==> src/rtl/frank_loader_pkg.sv <==
// Shared definitions for the FRANK6000 program loader.
//   state_t        - loader FSM states
//   BYTES_PER_WORD - host bytes per instruction word (high byte first)
//   ctrl_t         - CPU-facing control bundle decoded from the state
package frank_loader_pkg;

  typedef enum logic [2:0] {
    IDLE,
    LEN,
    HI,
    LO,
    WRITE,
    PRIME,
    RUN,
    DONE
  } state_t;

  localparam int BYTES_PER_WORD = 2;

  typedef struct packed {
    logic on;
    logic control_en;
    logic cpu_rst;
    logic busy;
  } ctrl_t;

  // CPU control levels are a pure function of the loader state, so they
  // change only on state-register edges.
  function automatic ctrl_t ctrl_for_state(input state_t s);
    ctrl_t c;
    c.on         = (s == PRIME) || (s == RUN);
    c.control_en = (s == RUN);
    c.cpu_rst    = (s != RUN);
    c.busy       = (s != IDLE) && (s != DONE);
    return c;
  endfunction

endpackage

==> src/rtl/program_loader_if.sv <==
// Host byte-stream handshake into the program loader.
//   i_byte        - host data byte
//   i_byte_valid  - i_byte is valid
//   o_byte_ready  - loader accepts a byte this cycle
// A byte moves when valid and ready are both high on a clock edge.
// master = host side, slave = loader side.
interface program_loader_if;

  logic [7:0] i_byte;
  logic       i_byte_valid;
  logic       o_byte_ready;

  modport master (
    output i_byte,
    output i_byte_valid,
    input  o_byte_ready
  );

  modport slave (
    input  i_byte,
    input  i_byte_valid,
    output o_byte_ready
  );

endinterface

==> src/rtl/loader_byte_assembler.sv <==
// Byte handshake and instruction-word assembly for the program loader.
//   clk, srst   - clock, synchronous active-high reset
//   state       - current loader state (gates ready and byte capture)
//   bus         - host byte stream (slave side)
//   byte_xfer   - a byte is transferred on this edge
//   word        - assembled instruction word (held between writes)
//   word_valid  - one-cycle pulse, high in the cycle after the low byte
module loader_byte_assembler
  import frank_loader_pkg::*;
(
  input  logic                        clk,
  input  logic                        srst,
  input  state_t                      state,
  program_loader_if.slave             bus,
  output logic                        byte_xfer,
  output logic [BYTES_PER_WORD*8-1:0] word,
  output logic                        word_valid
);

  localparam int WORD_W = BYTES_PER_WORD * 8;

  logic              ready;
  logic [WORD_W-1:0] word_reg;
  logic              word_valid_reg;

  assign ready            = (state == LEN) || (state == HI) || (state == LO);
  assign bus.o_byte_ready = ready;
  assign byte_xfer        = bus.i_byte_valid && ready;

  // High byte lands as soon as it arrives; the low byte completes the word
  // and raises word_valid for exactly the following (WRITE) cycle.
  always_ff @(posedge clk) begin
    if (srst) begin
      word_reg       <= '0;
      word_valid_reg <= 1'b0;
    end else begin
      word_valid_reg <= 1'b0;
      if (byte_xfer && (state == HI)) begin
        word_reg[WORD_W-1 -: 8] <= bus.i_byte;
      end
      if (byte_xfer && (state == LO)) begin
        word_reg[7:0]  <= bus.i_byte;
        word_valid_reg <= 1'b1;
      end
    end
  end

  assign word       = word_reg;
  assign word_valid = word_valid_reg;

endmodule

==> src/rtl/program_loader.sv <==
// FRANK6000 boot/supervisor: loads a length-prefixed byte stream into CPU
// instruction memory, primes fetch, runs the CPU until loopf or timeout and
// captures WREG and the run-cycle count.
//   i_clk, i_rst      - clock, synchronous active-high reset
//   i_start           - begin a load (only from IDLE or DONE)
//   byte_if           - host byte stream (i_byte / i_byte_valid / o_byte_ready)
//   o_instr_addr/o_instr/o_instr_we - CPU instruction load port
//   o_ON/o_control_en/o_cpu_rst     - CPU run control
//   i_loopf, i_WREG   - CPU halt-loop flag and working register
//   o_busy/o_done/o_timeout/o_result/o_cycles - run status
module program_loader
  import frank_loader_pkg::*;
#(
  parameter int ADDR_WIDTH    = 8,
  parameter int DATA_WIDTH    = 16,
  parameter int TIMEOUT_WIDTH = 16
) (
  input  logic                     i_clk,
  input  logic                     i_rst,
  input  logic                     i_start,
  program_loader_if.slave          byte_if,
  output logic [ADDR_WIDTH-1:0]    o_instr_addr,
  output logic [DATA_WIDTH-1:0]    o_instr,
  output logic                     o_instr_we,
  output logic                     o_ON,
  output logic                     o_control_en,
  output logic                     o_cpu_rst,
  input  logic                     i_loopf,
  input  logic [7:0]               i_WREG,
  output logic                     o_busy,
  output logic                     o_done,
  output logic                     o_timeout,
  output logic [7:0]               o_result,
  output logic [TIMEOUT_WIDTH-1:0] o_cycles
);

  state_t                   state_reg;
  ctrl_t                    ctrl;
  logic                     byte_xfer;
  logic                     word_valid;
  logic [DATA_WIDTH-1:0]    word;
  logic [ADDR_WIDTH-1:0]    len_reg;
  logic [ADDR_WIDTH-1:0]    wcnt_reg;
  logic [ADDR_WIDTH-1:0]    wcnt_inc;
  logic [ADDR_WIDTH-1:0]    addr_reg;
  logic                     done_reg;
  logic                     timeout_reg;
  logic [7:0]               result_reg;
  logic [TIMEOUT_WIDTH-1:0] cycles_reg;

  loader_byte_assembler u_asm (
    .clk        (i_clk),
    .srst       (i_rst),
    .state      (state_reg),
    .bus        (byte_if),
    .byte_xfer  (byte_xfer),
    .word       (word),
    .word_valid (word_valid)
  );

  // Wraps naturally, so a length byte of 0 means a full 2**ADDR_WIDTH words.
  assign wcnt_inc = wcnt_reg + 1'b1;

  always_ff @(posedge i_clk) begin
    if (i_rst) begin
      state_reg   <= IDLE;
      len_reg     <= '0;
      wcnt_reg    <= '0;
      addr_reg    <= '0;
      done_reg    <= 1'b0;
      timeout_reg <= 1'b0;
      result_reg  <= '0;
      cycles_reg  <= '0;
    end else begin
      case (state_reg)
        IDLE: begin
          if (i_start) state_reg <= LEN;
        end
        LEN: begin
          if (byte_xfer) begin
            len_reg   <= ADDR_WIDTH'(byte_if.i_byte);
            wcnt_reg  <= '0;
            state_reg <= HI;
          end
        end
        HI: begin
          if (byte_xfer) state_reg <= LO;
        end
        LO: begin
          if (byte_xfer) begin
            // Address is set alongside the low byte so it is valid with we.
            addr_reg  <= wcnt_reg;
            state_reg <= WRITE;
          end
        end
        WRITE: begin
          wcnt_reg <= wcnt_inc;
          if (wcnt_inc == len_reg) begin
            cycles_reg <= '0;
            state_reg  <= PRIME;
          end else begin
            state_reg <= HI;
          end
        end
        PRIME: begin
          state_reg <= RUN;
        end
        RUN: begin
          if (i_loopf) begin
            result_reg  <= i_WREG;
            timeout_reg <= 1'b0;
            done_reg    <= 1'b1;
            state_reg   <= DONE;
          end else if (&cycles_reg) begin
            result_reg  <= i_WREG;
            timeout_reg <= 1'b1;
            done_reg    <= 1'b1;
            state_reg   <= DONE;
          end else begin
            cycles_reg <= cycles_reg + 1'b1;
          end
        end
        DONE: begin
          if (i_start) begin
            done_reg    <= 1'b0;
            timeout_reg <= 1'b0;
            state_reg   <= LEN;
          end
        end
        default: state_reg <= IDLE;
      endcase
    end
  end

  assign ctrl = ctrl_for_state(state_reg);

  assign o_ON         = ctrl.on;
  assign o_control_en = ctrl.control_en;
  assign o_cpu_rst    = ctrl.cpu_rst;
  assign o_busy       = ctrl.busy;
  assign o_instr_we   = word_valid;
  assign o_instr      = word;
  assign o_instr_addr = addr_reg;
  assign o_done       = done_reg;
  assign o_timeout    = timeout_reg;
  assign o_result     = result_reg;
  assign o_cycles     = cycles_reg;

endmodule
==> src/flat_wrapper.sv <==
// flat-port wrapper written by rule: the top's interface ports become plain ports
module program_loader_flat import frank_loader_pkg::*;
#(
  parameter int ADDR_WIDTH    = 8,
  parameter int DATA_WIDTH    = 16,
  parameter int TIMEOUT_WIDTH = 16
)
  (i_clk, i_rst, i_start, o_instr_addr, o_instr, o_instr_we, o_ON, o_control_en, o_cpu_rst, i_loopf, i_WREG, o_busy, o_done, o_timeout, o_result, o_cycles, byte_if_i_byte, byte_if_i_byte_valid, byte_if_o_byte_ready);
  program_loader_if byte_if_i ();
  input  logic i_clk;
  input  logic i_rst;
  input  logic i_start;
  output logic [ADDR_WIDTH-1:0] o_instr_addr;
  output logic [DATA_WIDTH-1:0] o_instr;
  output logic o_instr_we;
  output logic o_ON;
  output logic o_control_en;
  output logic o_cpu_rst;
  input  logic i_loopf;
  input  logic [7:0] i_WREG;
  output logic o_busy;
  output logic o_done;
  output logic o_timeout;
  output logic [7:0] o_result;
  output logic [TIMEOUT_WIDTH-1:0] o_cycles;
  input wire logic [$bits(byte_if_i.i_byte)-1:0] byte_if_i_byte;
  input wire logic [$bits(byte_if_i.i_byte_valid)-1:0] byte_if_i_byte_valid;
  output wire logic [$bits(byte_if_i.o_byte_ready)-1:0] byte_if_o_byte_ready;
  assign byte_if_i.i_byte = byte_if_i_byte;
  assign byte_if_i.i_byte_valid = byte_if_i_byte_valid;
  assign byte_if_o_byte_ready = byte_if_i.o_byte_ready;
  program_loader #(.ADDR_WIDTH(ADDR_WIDTH), .DATA_WIDTH(DATA_WIDTH), .TIMEOUT_WIDTH(TIMEOUT_WIDTH)) u_core (.i_clk(i_clk), .i_rst(i_rst), .i_start(i_start), .byte_if(byte_if_i), .o_instr_addr(o_instr_addr), .o_instr(o_instr), .o_instr_we(o_instr_we), .o_ON(o_ON), .o_control_en(o_control_en), .o_cpu_rst(o_cpu_rst), .i_loopf(i_loopf), .i_WREG(i_WREG), .o_busy(o_busy), .o_done(o_done), .o_timeout(o_timeout), .o_result(o_result), .o_cycles(o_cycles));
endmodule
==> config.mk <==
export PLATFORM = sky130hd
export DESIGN_NAME = program_loader_flat
export DESIGN_NICKNAME = d
export VERILOG_FILES = /design/src/rtl/frank_loader_pkg.sv /design/src/rtl/program_loader_if.sv /design/src/rtl/loader_byte_assembler.sv /design/src/rtl/program_loader.sv /design/src/flat_wrapper.sv
export SDC_FILE = /design/constraint.sdc
export NUM_CORES = 1
export LEC_CHECK = 0
export ABC_AREA = 1
export BUFFER_PORTS_ARGS = -buffer_cell sky130_fd_sc_hd__buf_4
export CORE_MARGIN = 2
export CORE_UTILIZATION = 58
export CTS_BUF_LIST = sky130_fd_sc_hd__clkbuf_16
export CTS_CLUSTER_SIZE = 20
export DETAILED_ROUTE_END_ITERATION = 8
export PLACE_DENSITY = 0.85
export SLEW_MARGIN = 10
export SYNTH_ARGS = -nofsm -noshare
export SYNTH_HDL_FRONTEND = slang
export SYNTH_SLANG_ARGS = --single-unit
==> constraint.sdc <==
create_clock -name i_clk -period 3.7 [get_ports i_clk]
set_input_delay 0.925 -clock i_clk [delete_from_list [all_inputs] [get_ports i_clk]]
set_output_delay 0.925 -clock i_clk [all_outputs]
set_load 0.02 [all_outputs]
### Yosys cells after proc, flatten, opt, wreduce, memory -nomap -nowiden

Cells that the tools add are included.

| storage, ports and cells | value |
|---|---|
| bits in registers | 70 |
| bits in latches | 0 |
| RAM bits | 0 |
| memory bits (read-only) | 0 |
| input port bits | 21 |
| memories kept | 0 |

| operators by class | value |
|---|---|
| $add $sub $neg | 2 |
| multiply operators | 0 |
| divide/modulo/power cells | 0 |
| $lt $le $gt $ge | 0 |
| eq/ne operators | 19 |
| shifts and indexed selects | 0 |
| mux-type cells | 23 |
| bitwise logic cells | 0 |
| reductions and logical operators | 22 |

Operators by type and width:

| cell | count |
|---|---|
| two-way mux 16 bit | 3 |
| case mux 16 bit (2 select lines) | 1 |
| two-way mux 8 bit | 3 |
| two-way mux 3 bit | 7 |
| case mux 3 bit (7 select lines) | 1 |
| adder 16 x 1 -> 16 bit (second input constant) | 1 |
| case mux 8 bit (2 select lines) | 1 |
| AND reduction 16 bit | 1 |
| equality test 3 bit (second input constant) | 4 |
| inequality test 2 bit (second input constant) | 6 |
| adder 8 x 1 -> 8 bit (second input constant) | 1 |
| equality test 8 bit | 1 |
| AND reduction 2 bit | 4 |
| nonzero test 2 bit | 4 |
| equality test 3 x 2 -> 1 bit (second input constant) | 2 |
| inequality test 3 bit (second input constant) | 2 |
| two-way mux 1 bit | 5 |
| AND reduction 5 bit | 1 |
| logical AND 1 bit | 4 |
| inequality test 2 x 1 -> 1 bit (second input constant) | 2 |
| case mux 1 bit (2 select lines) | 2 |
| AND reduction 4 bit | 1 |
| equality test 3 x 1 -> 1 bit (second input constant) | 1 |
| logical NOT 3 bit | 1 |
| other kinds (5) | 7 |

### Depth between registers and ports, before layout

| depth | value |
|---|---|
| word-level depth | 6 |
| gate-level depth with buffers | 15 |
| gate-level depth less buffers | 15 |

### Hierarchy

From an unflattened synthesis, not the netlist that was laid out.

| second synthesis, totals | value |
|---|---|
| cell total of the unflattened synthesis | 531 |
| area, all modules | 3553.4 µm² |

Modules (own cells, without submodules):

| module | times used | cells each | area each (µm²) | seq. area each (µm²) |
|---|---|---|---|---|
| program_loader | 1 | 422 | 2825.2 | 1061.0 |
| loader_byte_assembler | 1 | 109 | 728.2 | 340.3 |

### Worst setup path before layout

OpenSTA, ideal clock, no wires.

| timing path | value |
|---|---|
| path kind | register -> output |
| start | register u_core.state_reg[1] |
| end | output port o_cpu_rst |
| data arrival time | 1.172 ns |
| required time | 2.775 ns |
| setup slack | 1.603 ns |
| cell stages (with the launch flop) | 7 |
| cells stage by stage | dfxtp_1 -> inv_1 -> nor2_2 -> inv_1 -> nor2_4 -> inv_2 -> buf_1 |

| on the way | value |
|---|---|
| longest elaborated chain between the ends | 1 |

Ends and longest elaborated chain:

| element | RTL line | RTL |
|---|---|---|
| start: declaration | program_loader.sv:37 | `state_t state_reg;` |
| start signal: assignment | program_loader.sv:66 | `state_reg <= IDLE;` |
| start signal: assignment | program_loader.sv:77 | `if (i_start) state_reg <= LEN;` |
| start signal: assignment | program_loader.sv:83 | `state_reg <= HI;` |
| inequality test 3 bit | frank_loader_pkg.sv:33 | `c.cpu_rst = (s != RUN);` |
| end: declaration | flat_wrapper.sv:18 | `output logic o_cpu_rst;` |

No other way between the ends.

### Final worst setup path

Same ends and word-level chain as after synthesis.

==> Implementation_results.wiki <==
{| class="wikitable"
! Metric !! Value
|-
| Relative area change from synthesis to final layout || 24.77%
|-
| Capturing element type of the critical path || output pin
|-
| Final period utilization || between 60% and 70%
|-
| Final setup fails || 0
|-
| Fraction of the yosys area taken by sequential cells || about 41%
|-
| Via count || 3401
|-
| Reg-to-Reg End || u_core.o_cycles[1]$_SDFFE_PP0P_
|-
| Top routing layer used || met4
|-
| Global-route wire length before repair || 13500 um
|-
| CP max FO || 17
|-
| Hold Vio Cnt, Final || 0
|-
| Count of final max-slew check failures || 0
|-
| Finished Core Util || ~74%
|-
| Number of flops mapped to enable cells by yosys || 0
|-
| Standby leakage power || 0.001670 uW
|-
| First-pass detailed-route iteration total || 4
|-
| Final Wtd Congestion || between 0.9 and 1
|-
| Depth of the CTS H-tree || 3
|-
| Total clock buffers created by CTS || 9
|-
| Die height || approximately 81 um
|-
| DRC violations left || 0
|-
| Count of buffers inserted at the top-level ports || 76
|-
| Pwr/cell area || 478.5 nW/um^2
|-
| Antenna violations before repair || 0
|-
| Internal reg-to-reg setup slack || 1.35 ns
|-
| Routed met3 length || roughly 340 um
|-
| Hold Path End || u_core.u_asm.word[5]$_SDFFE_PP0P_
|-
| Syn Inst Count || a little under 500
|-
| Delay of the slowest cell on the worst path || 0.40 ns
|-
| CP bufs+invs || 4
|-
| Buffer count from post-CTS setup fixing || 0
|-
| Cell with the most instances after synthesis || sky130_fd_sc_hd__nand2_1
|-
| Type of the worst min-delay path || flip-flop to flip-flop
|-
| Per-cell via count in the routed design || roughly 5.3
|-
| Most used flip-flop cell after synthesis || sky130_fd_sc_hd__dfxtp_1
|-
| Measured slew at the worst slew-check pin || roughly 0.63 ns
|-
| Number of cells traversed by the worst hold path || 2
|-
| Final setup skew || 0.004774 ns
|-
| TritonCTS clock tree || done
|-
| Required time reported for the critical path endpoint || 2.77 ns
|-
| Root buffer selected by CTS || sky130_fd_sc_hd__clkbuf_16
|-
| Number of max-cap violations || 0
|-
| Category of cells accounting for the largest share of critical-path delay || buffers and inverters
|-
| Count of antenna-violating nets left after detailed routing || 0
|-
| Cells along the critical path || inv_1 > nor2_2 > inv_1 > nor2_4 > inv_2 > buf_4
|-
| Category of the critical setup timing path || flip-flop to output pin
|-
| Violation count after the first detailed-routing iteration || just over 200
|-
| Critical-path cell with the highest stage delay || sky130_fd_sc_hd__dfxtp_1
|-
| Detailed-routing wirelength on met1 || approximately 3700 um
|-
| Effective utilization at floorplan || 59.05%
|-
| Arr. time, crit path || 1.60 ns
|-
| Number of warnings printed during yosys synthesis || 0
|-
| Die outline width || 81.18 um
|-
| Register clock-pin slew on the reported worst setup and hold paths || 0.06 ns
|-
| Fraction of synthesis flops using an asynchronous set or reset pin || 0%
|-
| Critical Path Most Common Cell || sky130_fd_sc_hd__inv_1
|-
| Maximum clock frequency || 395.4 MHz
|-
| Relative slew margins || approximately 58%
|-
| Result of the run || complete, no violations
|-
| Routed wire per std cell || about 13 um
|-
| Number of distinct standard cells referenced by the synthesized netlist || 29
|-
| Mean Syn Cell Area || 6.993 sq um
|-
| Antenna fix cells || 0
|-
| Maximum number of pins on one net before global-route repair || 46
|-
| PostCTS Resize Cnt || 0
|-
| Share of final-layout standard cells stronger than drive strength 1 || around a quarter
|-
| VDD IR max || 0.0002767 V
|-
| Clock Path Buffers || 2
|-
| Fraction of synthesized cell area taken by the top area cell type || 40.57%
|-
| Post-synthesis cell type with the largest combined area || sky130_fd_sc_hd__dfxtp_1
|-
| Clock tree sinks || 70
|-
| Via count of the first global-routing pass || between 3k and 4k
|-
| Quantity of hold-fixing buffers added after cts || 0
|-
| Final #Nets || about 590
|-
| Min Clock Period, post-route || between 2 and 3 ns
|-
| Final total negative setup slack || 0 ns
|-
| Net count after synthesis || 517
|-
| Synthesized area || between 3000 and 4000 sq um
|-
| Worst-Skew Late Latency || 0.33 ns
|-
| Final wirelength || between 8000 and 9000 um
|-
| Startpoint Class || flip-flop
|-
| Startpoint of the tightest hold check path || u_core.u_asm.word[5]$_SDFFE_PP0P_
|-
| Global-route usage over all layers || 25.89%
|-
| Number of flip-flops and latches in the synthesized netlist || 70
|-
| Leading post-synthesis cells by instance count || sky130_fd_sc_hd__nand2_1 (91), sky130_fd_sc_hd__nor2_1 (77), sky130_fd_sc_hd__dfxtp_1 (70), sky130_fd_sc_hd__nand3_1 (62), sky130_fd_sc_hd__a21oi_1 (42)
|-
| Final HPWL DP || 5705 um
|-
| Overall overflow remaining after global route || 0
|-
| Startpoint of the worst register-to-register path || u_core.o_cycles[0]$_SDFFE_PP0P_
|-
| Placeable Area || 5851 sq um
|-
| DIE AREA || between 6000 and 7000 sq um
|-
| Ports || 77
|-
| Amount of wire on met2 after detailed routing || 4176 um
|-
| FF-to-FF path depth || 12
|-
| Total number of placement rows || 28
|-
| Setup repair after global routing missed its margin || false
|-
| Largest cells by area after synthesis || sky130_fd_sc_hd__dfxtp_1 (41%), sky130_fd_sc_hd__nand2_1 (9.9%), sky130_fd_sc_hd__nand3_1 (9.0%), sky130_fd_sc_hd__nor2_1 (8.4%), sky130_fd_sc_hd__a21oi_1 (6.1%)
|}
## per-stage QoR
stage                     setup slack [ns]  total power [uW]  hold slack (ns)  cell area [sq um]  cells
after floorplan                      1.603              1158           0.4438               3455    494
after global placement               1.428              1279           0.4497               4035    629
after detailed placement             1.364              1292           0.4582               4035    629
after CTS                            1.191              2076           0.4687               4310    645
after global routing                 1.088              2160           0.4857               4310    645
final                                1.171              2062           0.4673               4310    645
## cells in the final DEF, fill, tap and decap left out, drive strengths merged
master / netlist / routed
inv: 41 / 42
xnor2: 4 / 4
a21oi: 52 / 52
buf: 7 / 78
nand4: 2 / 2
nor2: 85 / 85
xor2: 8 / 8
o21ai: 27 / 27
nor3b: 2 / 2
a211oi: 1 / 1
nor3: 8 / 8
clkbuf: 11 / 9
nand3: 65 / 65
clkinvlp: 0 / 3
clkinv: 0 / 3
ha: 2 / 2
or2: 1 / 1
dfxtp: 70 / 70
nand2: 108 / 108
## cells by family after synthesis
family                   synth area share, %
AND/OR/NAND/NOR                        35.49
AO/OA/AOI/OAI                          12.86
flip-flops                             40.56
buffers and inverters                  7.316
XOR/XNOR                               3.042
adder cells (fa/ha/maj)               0.7243
## layout make-up
class / count / area, sq um
flip-flops and latches: 70 / 1401
well taps: 75 / 93.84
clock inverters: 7 / 50.05
fillers: 475 / 1540
multi-input cells: 365 / 1800
clock buffers: 9 / 225.2
repair buffers: 78 / 585.6
inverters: 41 / 153.9
## per-layer routing
layer	up-vias	global-route usage, %
li1	1748	-
met1	1564	31.23
met2	76	45.12
met3	13	5.444
met4	0	9.831
met5	-	0
## worst max-delay path by stage
stage,from,to,cells past startpoint
floorplan,u_core.state_reg[1]$_SDFFE_PP0P_,o_cpu_rst,6
global placement,byte_if_i_byte_valid,u_core.wcnt_reg[0]$_SDFFE_PP0P_,6
detailed placement,byte_if_i_byte_valid,u_core.wcnt_reg[5]$_SDFFE_PP0P_,6
CTS,u_core.state_reg[1]$_SDFFE_PP0P_,o_cpu_rst,6
global route,u_core.state_reg[1]$_SDFFE_PP0P_,o_cpu_rst,6
finish,u_core.state_reg[1]$_SDFFE_PP0P_,o_cpu_rst,6
## where the power goes
part / switching [uW] / internal (uW) / total (uW) / leakage [uW]
sequential: 40.4 / 812 / 852 / 0.000566
combinational: 274 / 151 / 425 / 0.000976
clock: 331 / 454 / 785 / 0.000128
## worst register-to-register path, delay by kind of cell, from the launching register on
| kind | cells | cell delay (ns) |
|---|---|---|
| adders and majority gates | 1 | 0.25 |
| DFF | 1 | 0.44 |
| and+or+nand+nor | 11 | 1.54 |
(Power assumes the default switching activity.)
